### config.mk
export PLATFORM = sky130hd
export DESIGN_NAME = sobel_window_gen
export DESIGN_NICKNAME = d
export VERILOG_FILES = /design/src/rtl/sobel_window_gen.sv
export SDC_FILE = /design/constraint.sdc
export NUM_CORES = 1
export LEC_CHECK = 0
export CAP_MARGIN = 20
export CORE_MARGIN = 2
export CORE_UTILIZATION = 35
export DETAILED_ROUTE_END_ITERATION = 12
export MAX_ROUTING_LAYER = met4
export PLACE_DENSITY = 0.48
export SLEW_MARGIN = 20
export SYNTH_ARGS = -nofsm -noshare
export SYNTH_HDL_FRONTEND = slang
export SYNTH_SLANG_ARGS = --single-unit
export TNS_END_PERCENT = 20
### constraint.sdc
create_clock -name clk -period 3.56 [get_ports clk]
set_clock_uncertainty 0.1 [all_clocks]
set_input_delay 0.356 -clock clk [delete_from_list [all_inputs] [get_ports clk]]
set_output_delay 0.356 -clock clk [all_outputs]
set_load 0.02 [all_outputs]
### src/rtl/sobel_window_gen.sv
// sobel_window_gen: raster-scan 3x3 window generator feeding the Sobel stage.
// Buffers the two previous image lines and emits a registered 3x3 window,
// with its centre coordinates, for every interior pixel of the frame.
module sobel_window_gen #(
  parameter int IMG_W = 64,
  parameter int IMG_H = 64,
  localparam int XW = $clog2(IMG_W),
  localparam int YW = $clog2(IMG_H)
) (
  input  logic          clk,
  input  logic          reset,
  input  logic [7:0]    pix_in,
  input  logic          pix_valid,
  input  logic          sof,
  output logic [7:0]    z1,
  output logic [7:0]    z2,
  output logic [7:0]    z3,
  output logic [7:0]    z4,
  output logic [7:0]    z5,
  output logic [7:0]    z6,
  output logic [7:0]    z7,
  output logic [7:0]    z8,
  output logic [7:0]    z9,
  output logic          win_valid,
  output logic [XW-1:0] win_x,
  output logic [YW-1:0] win_y,
  output logic          frame_done
);

  localparam logic [XW-1:0] LAST_X = XW'(IMG_W - 1);
  localparam logic [YW-1:0] LAST_Y = YW'(IMG_H - 1);
  localparam logic [XW-1:0] ONE_X  = XW'(1);
  localparam logic [YW-1:0] ONE_Y  = YW'(1);
  localparam logic [XW-1:0] TWO_X  = XW'(2);
  localparam logic [YW-1:0] TWO_Y  = YW'(2);

  // Line buffers: r_lb0 holds row y-1, r_lb1 holds row y-2, indexed by column.
  logic [7:0]    r_lb0 [IMG_W];
  logic [7:0]    r_lb1 [IMG_W];

  logic [XW-1:0] r_col;
  logic [YW-1:0] r_row;

  logic [XW-1:0] w_x;
  logic [YW-1:0] w_y;
  logic [XW-1:0] w_col_nxt;
  logic [YW-1:0] w_row_nxt;
  logic          w_last_x;
  logic          w_last_y;
  logic          w_interior;
  logic [7:0]    w_top;
  logic [7:0]    w_mid;

  // Resolve the position of the incoming pixel (sof forces (0,0)), next counters and line-buffer taps.
  always_comb begin
    w_x        = r_col;
    w_y        = r_row;
    w_col_nxt  = r_col;
    w_row_nxt  = r_row;
    if (sof) begin
      w_x = {XW{1'b0}};
      w_y = {YW{1'b0}};
    end else begin
      w_x = r_col;
      w_y = r_row;
    end
    w_last_x = (w_x == LAST_X);
    w_last_y = (w_y == LAST_Y);
    if (w_last_x) begin
      w_col_nxt = {XW{1'b0}};
      if (w_last_y) begin
        w_row_nxt = {YW{1'b0}};
      end else begin
        w_row_nxt = w_y + ONE_Y;
      end
    end else begin
      w_col_nxt = w_x + ONE_X;
      w_row_nxt = w_y;
    end
    // Both taps are read before this cycle's write to the same column.
    w_top      = r_lb1[w_x];
    w_mid      = r_lb0[w_x];
    w_interior = (w_x >= TWO_X) && (w_y >= TWO_Y);
  end

  // Line-buffer update on each accepted pixel: shift column x down one line; contents are not reset.
  always_ff @(posedge clk) begin
    if (!reset && pix_valid) begin
      r_lb1[w_x] <= w_mid;
      r_lb0[w_x] <= pix_in;
    end
  end

  // Counters, window shift registers and registered strobes; idle cycles freeze everything but the strobes.
  always_ff @(posedge clk) begin
    if (reset) begin
      r_col      <= {XW{1'b0}};
      r_row      <= {YW{1'b0}};
      z1         <= 8'd0;
      z2         <= 8'd0;
      z3         <= 8'd0;
      z4         <= 8'd0;
      z5         <= 8'd0;
      z6         <= 8'd0;
      z7         <= 8'd0;
      z8         <= 8'd0;
      z9         <= 8'd0;
      win_valid  <= 1'b0;
      win_x      <= {XW{1'b0}};
      win_y      <= {YW{1'b0}};
      frame_done <= 1'b0;
    end else if (pix_valid) begin
      r_col      <= w_col_nxt;
      r_row      <= w_row_nxt;
      z1         <= z2;
      z2         <= z3;
      z3         <= w_top;
      z4         <= z5;
      z5         <= z6;
      z6         <= w_mid;
      z7         <= z8;
      z8         <= z9;
      z9         <= pix_in;
      // Windows straddling a line wrap (x<2) carry stale columns and are never flagged.
      win_valid  <= w_interior;
      win_x      <= w_x - ONE_X;
      win_y      <= w_y - ONE_Y;
      frame_done <= w_last_x && w_last_y;
    end else begin
      win_valid  <= 1'b0;
      frame_done <= 1'b0;
    end
  end

endmodule

==> impl_results.rst, run 1 <==
.. list-table::
   :header-rows: 1

   * - Metric
     - Value
   * - Latest clock arrival within the worst-skew pair
     - ~750 ps
   * - Largest delay contributor family on the critical path
     - buffers and inverters
   * - Die Area
     - 129000 um2
   * - Seq/Total Area, Yosys
     - 74.2%
   * - Setup repair after global routing missed its margin
     - no
   * - Via count of the first global-routing pass
     - 26900
   * - Number of library cell types mapped by synthesis
     - 64
   * - Initial antenna violation count
     - 5
   * - DR WL/cell
     - 28.8 um
   * - Number of routed nets with antenna violations
     - 0
   * - Critical path data required time
     - around 4000 ps
   * - Period utilisation layout
     - 97.3%
   * - Total number of nets in the final design
     - roughly 3100
   * - Register Area
     - 32700 um2
   * - # Post-CTS Setup Buffers
     - 0
   * - Largest fanout on the critical path
     - 40
   * - Layout area overhead
     - 19.7%
   * - Slowest cell on crit path
     - nor4_1
   * - Wire length after detailed routing
     - 140000 um
   * - HPWL Detailed
     - roughly 91000 um
   * - Final total power
     - ~28 mW
   * - Total vias in the final route
     - roughly 27000
   * - Io pins
     - between 90 and 100
   * - Type of the tightest min-delay check
     - primary input to flop
   * - Sink Count
     - around 1100
   * - Worst setup timing slack at the placement stage
     - just under 90 ps
   * - Endpoints failing setup
     - 0
   * - Number of max-slew violations in the final report
     - 0
   * - GR Util All Layers
     - ~22%
   * - Die height
     - 359 um
   * - Cell seen most often among critical-path stages
     - buf_4
   * - CTS tree
     - yes
   * - Highest attainable clock frequency
     - a little under 300 MHz
   * - Maximum level of the CTS H-tree
     - 3
   * - Clock root cell
     - clkbuf_16
   * - Syn_nets
     - 2828
   * - CP max stage delay
     - about 480 ps
   * - Overflow left after global routing
     - 0
   * - Count of TritonRoute iterations in the first routing pass
     - 7
   * - Final hold violation count
     - 0
   * - Post-synthesis instance total
     - between 2000 and 3000
   * - Ys Warns
     - 0
   * - Reported max-cap violation count
     - 0
   * - Post-synthesis instance area
     - roughly 44000 um2
   * - #FFs+latches synth
     - ~1100
   * - Worst Path Class, Setup
     - flop to flop
   * - Fill cell instance count of the final layout
     - ~11000
   * - Standard cell core area
     - between 100000 and 150000 um2
   * - Synth Flop Type
     - edfxtp_1
   * - Number of buffers inserted by port buffering
     - 97
   * - Cells along the critical path
     - buf_12 -> buf_4 -> buf_4 -> mux2_2 -> a22oi_1 -> a21oi_1 -> buf_4 -> nor4_1 -> buf_4 -> nand2_2 -> buf_12
   * - Initial Utilization
     - a little over a third
   * - Post-detailed-route DRC marker count
     - 0
   * - Final total negative setup slack
     - 0 ps
   * - Multi-input gate area
     - between 10000 and 15000 um2
   * - Total number of placement rows
     - between 100 and 150
   * - Vias/cell
     - roughly 5.6
   * - Global placement routability congestion
     - slightly above 0.9
   * - Number of enable flip-flop cells after synthesis
     - a little over 1000
   * - Syn_area_per_cell
     - 15.7 um2
   * - Post-CTS Hold Buffers
     - 3
   * - Minimum hold slack
     - 90.8 ps
   * - Share of post-route cells with drive strength above 1
     - between 10% and 20%
   * - Setup WS post-layout
     - 97.8 ps
   * - Startpoint class of the critical path
     - flop
   * - Share of the core filled with cells in the final layout
     - 42.1%
   * - Inserted Clock Buffers
     - 117
   * - Total of cells resized after clock tree synthesis
     - 0
   * - Post-layout min period
     - ~3500 ps
   * - Clock tree buffer depth
     - 3
   * - Fraction of registers with async set or reset after synthesis
     - 0%
   * - Global-route wire length before repair
     - about 200000 um
   * - Status
     - finished, final reports clean
   * - Maximum number of pins on one net before global-route repair
     - 76
   * - Clock transition at path regs
     - roughly 60 ps
   * - Horizontal die dimension
     - between 300 and 400 um
   * - Worst vdd ir
     - approximately 430 uV
   * - Data arrival time at the worst-slack endpoint
     - around 3800 ps
   * - First-iteration detailed-routing DRC count
     - 2820
   * - Worst rel slew slack
     - 29.9%
   * - Power Density
     - about 530 nW/um2
   * - Transition time at the pin with the least slew margin
     - around 1000 ps
   * - Pleak
     - 17.6 nW
   * - Crit end category
     - flop
   * - Buf+Inv Stages, Crit Path
     - 6
[per-layer routing]
layer | share of wire, % | up-vias | track usage, %
li1 | - | 11800 | -
met1 | 44 | 14200 | 30.1
met2 | 46 | 1184 | 34.2
met3 | 6.7 | 247 | 3.04
met4 | 3.4 | 0 | 7.57
met5 | 0 | - | -
[worst register-to-register path, cell delays in order (launching register included)]
cell,delay (ps)
dfxtp_4,400
buf_12,230
buf_4,290
buf_4,160
mux2_2,330
a22oi_1,290
a21oi_1,150
buf_4,180
nor4_1,480
buf_4,220
nand2_2,100
buf_12,230
[Yosys cell counts (19+ instances only)]
cell | instances | area, um2
a211oi_1 | 35 | 263
a21oi_1 | 105 | 526
a221o_1 | 19 | 190
a221oi_1 | 79 | 692
a22o_1 | 85 | 744
a22oi_1 | 145 | 1090
buf_2 | 59 | 295
clkbuf_1 | 126 | 473
dfxtp_1 | 98 | 1960
edfxtp_1 | 1024 | 30700
inv_1 | 67 | 251
mux2_2 | 77 | 867
mux2i_1 | 170 | 1700
mux4_2 | 19 | 428
nand2_1 | 77 | 289
nand2b_1 | 82 | 513
nor2_1 | 183 | 687
nor3_1 | 83 | 415
o21ai_0 | 47 | 235
o22ai_1 | 31 | 194
[sequential cells by signal (all words and copies together) (netlist names), 8 cells and up]
register and count:
z3 8, z2 8, z8 8, r_lb0 512, z7 8, z5 8
r_lb1 512, z4 8, z9 8, z6 8, z1 8
[cell families (layout without fill, tap and decap cells)]
group,count (synthesis),count (layout),share of synthesized area [%]
flops,1122,1122,74.2
compound gates,643,643,10.8
simple gates,498,498,5.42
buf+inv,275,682,2.58
mux,266,266,6.79
xor+xnor,6,6,0.119
fa+ha+maj,3,3,0.0851
other cells,0,3,0
[area by class of cell]
class | instances | area share (%)
Tap cell | 1650 | 3.91
Timing Repair Buffer | 397 | 7.01
Antenna cell | 3 | 0.0142
Inverter | 69 | 0.491
Clock buffer | 159 | 6.06
Sequential cell | 1122 | 62.0
Clock inverter | 57 | 0.917
Multi-Input combinational cell | 1416 | 19.6
[stage by stage]
step / cells / area (um2)
after floorplan: 2813 / 44100
after global placement: 4650 / 49000
after detailed placement: 4651 / 49100
after CTS: 4870 / 52800
after global routing: 4871 / 52800
final: 4873 / 52800
[report_power, final]
part / internal (mW) / switching (mW) / leakage, nW
Sequential: 14.5 / 0.0688 / 10.0
Combinational: 0.581 / 1.07 / 5.76
Clock: 6.71 / 5.07 / 1.79
[cell usage in the layout, fill, tap and decap left out, types with 14 or more instances in the layout]
cell | synthesis | layout
a221o_1 | 19 | 19
mux4_2 | 19 | 19
a22oi_1 | 145 | 145
mux2_2 | 77 | 77
nand2_1 | 77 | 72
o21ai_0 | 47 | 47
clkbuf_1 | 126 | 32
o22ai_1 | 31 | 31
dfxtp_1 | 98 | 95
buf_4 | 5 | 258
clkinv_1 | 1 | 27
a221oi_1 | 79 | 79
clkbuf_16 | 0 | 119
a211oi_1 | 35 | 35
clkdlybuf4s50_1 | 0 | 86
nand2b_1 | 82 | 82
a2111oi_0 | 15 | 14
nor3_1 | 83 | 82
buf_12 | 0 | 41
nor2_1 | 183 | 180
clkinv_2 | 0 | 15
a21oi_1 | 105 | 105
a22o_1 | 85 | 85
edfxtp_1 | 1024 | 1024
inv_1 | 67 | 66
mux2i_1 | 170 | 170
[final timing paths]
kind	cells past startpoint	endpoint	from	slack [ps]
worst min-delay path	1	r_lb0[21][2]$_DFFE_PP_	pix_in[2]	90
worst min register to register	2	win_y[4]$_SDFFE_PP0P_	win_y[4]$_SDFFE_PP0P_	370
worst max-delay path	11	r_lb1[62][2]$_DFFE_PP_	r_col[2]$_SDFFE_PP0P_	100
worst max register to register	11	r_lb1[62][2]$_DFFE_PP_	r_col[2]$_SDFFE_PP0P_	100
No activity file was read; power rests on OpenSTA's default activity.
==> run 2, diff against run 1 <==
Settings changed: CTS_CLUSTER_DIAMETER set to 100.
==> results of run 2 <==
No change in the layout: final DEF, timing and power equal those of run 1.
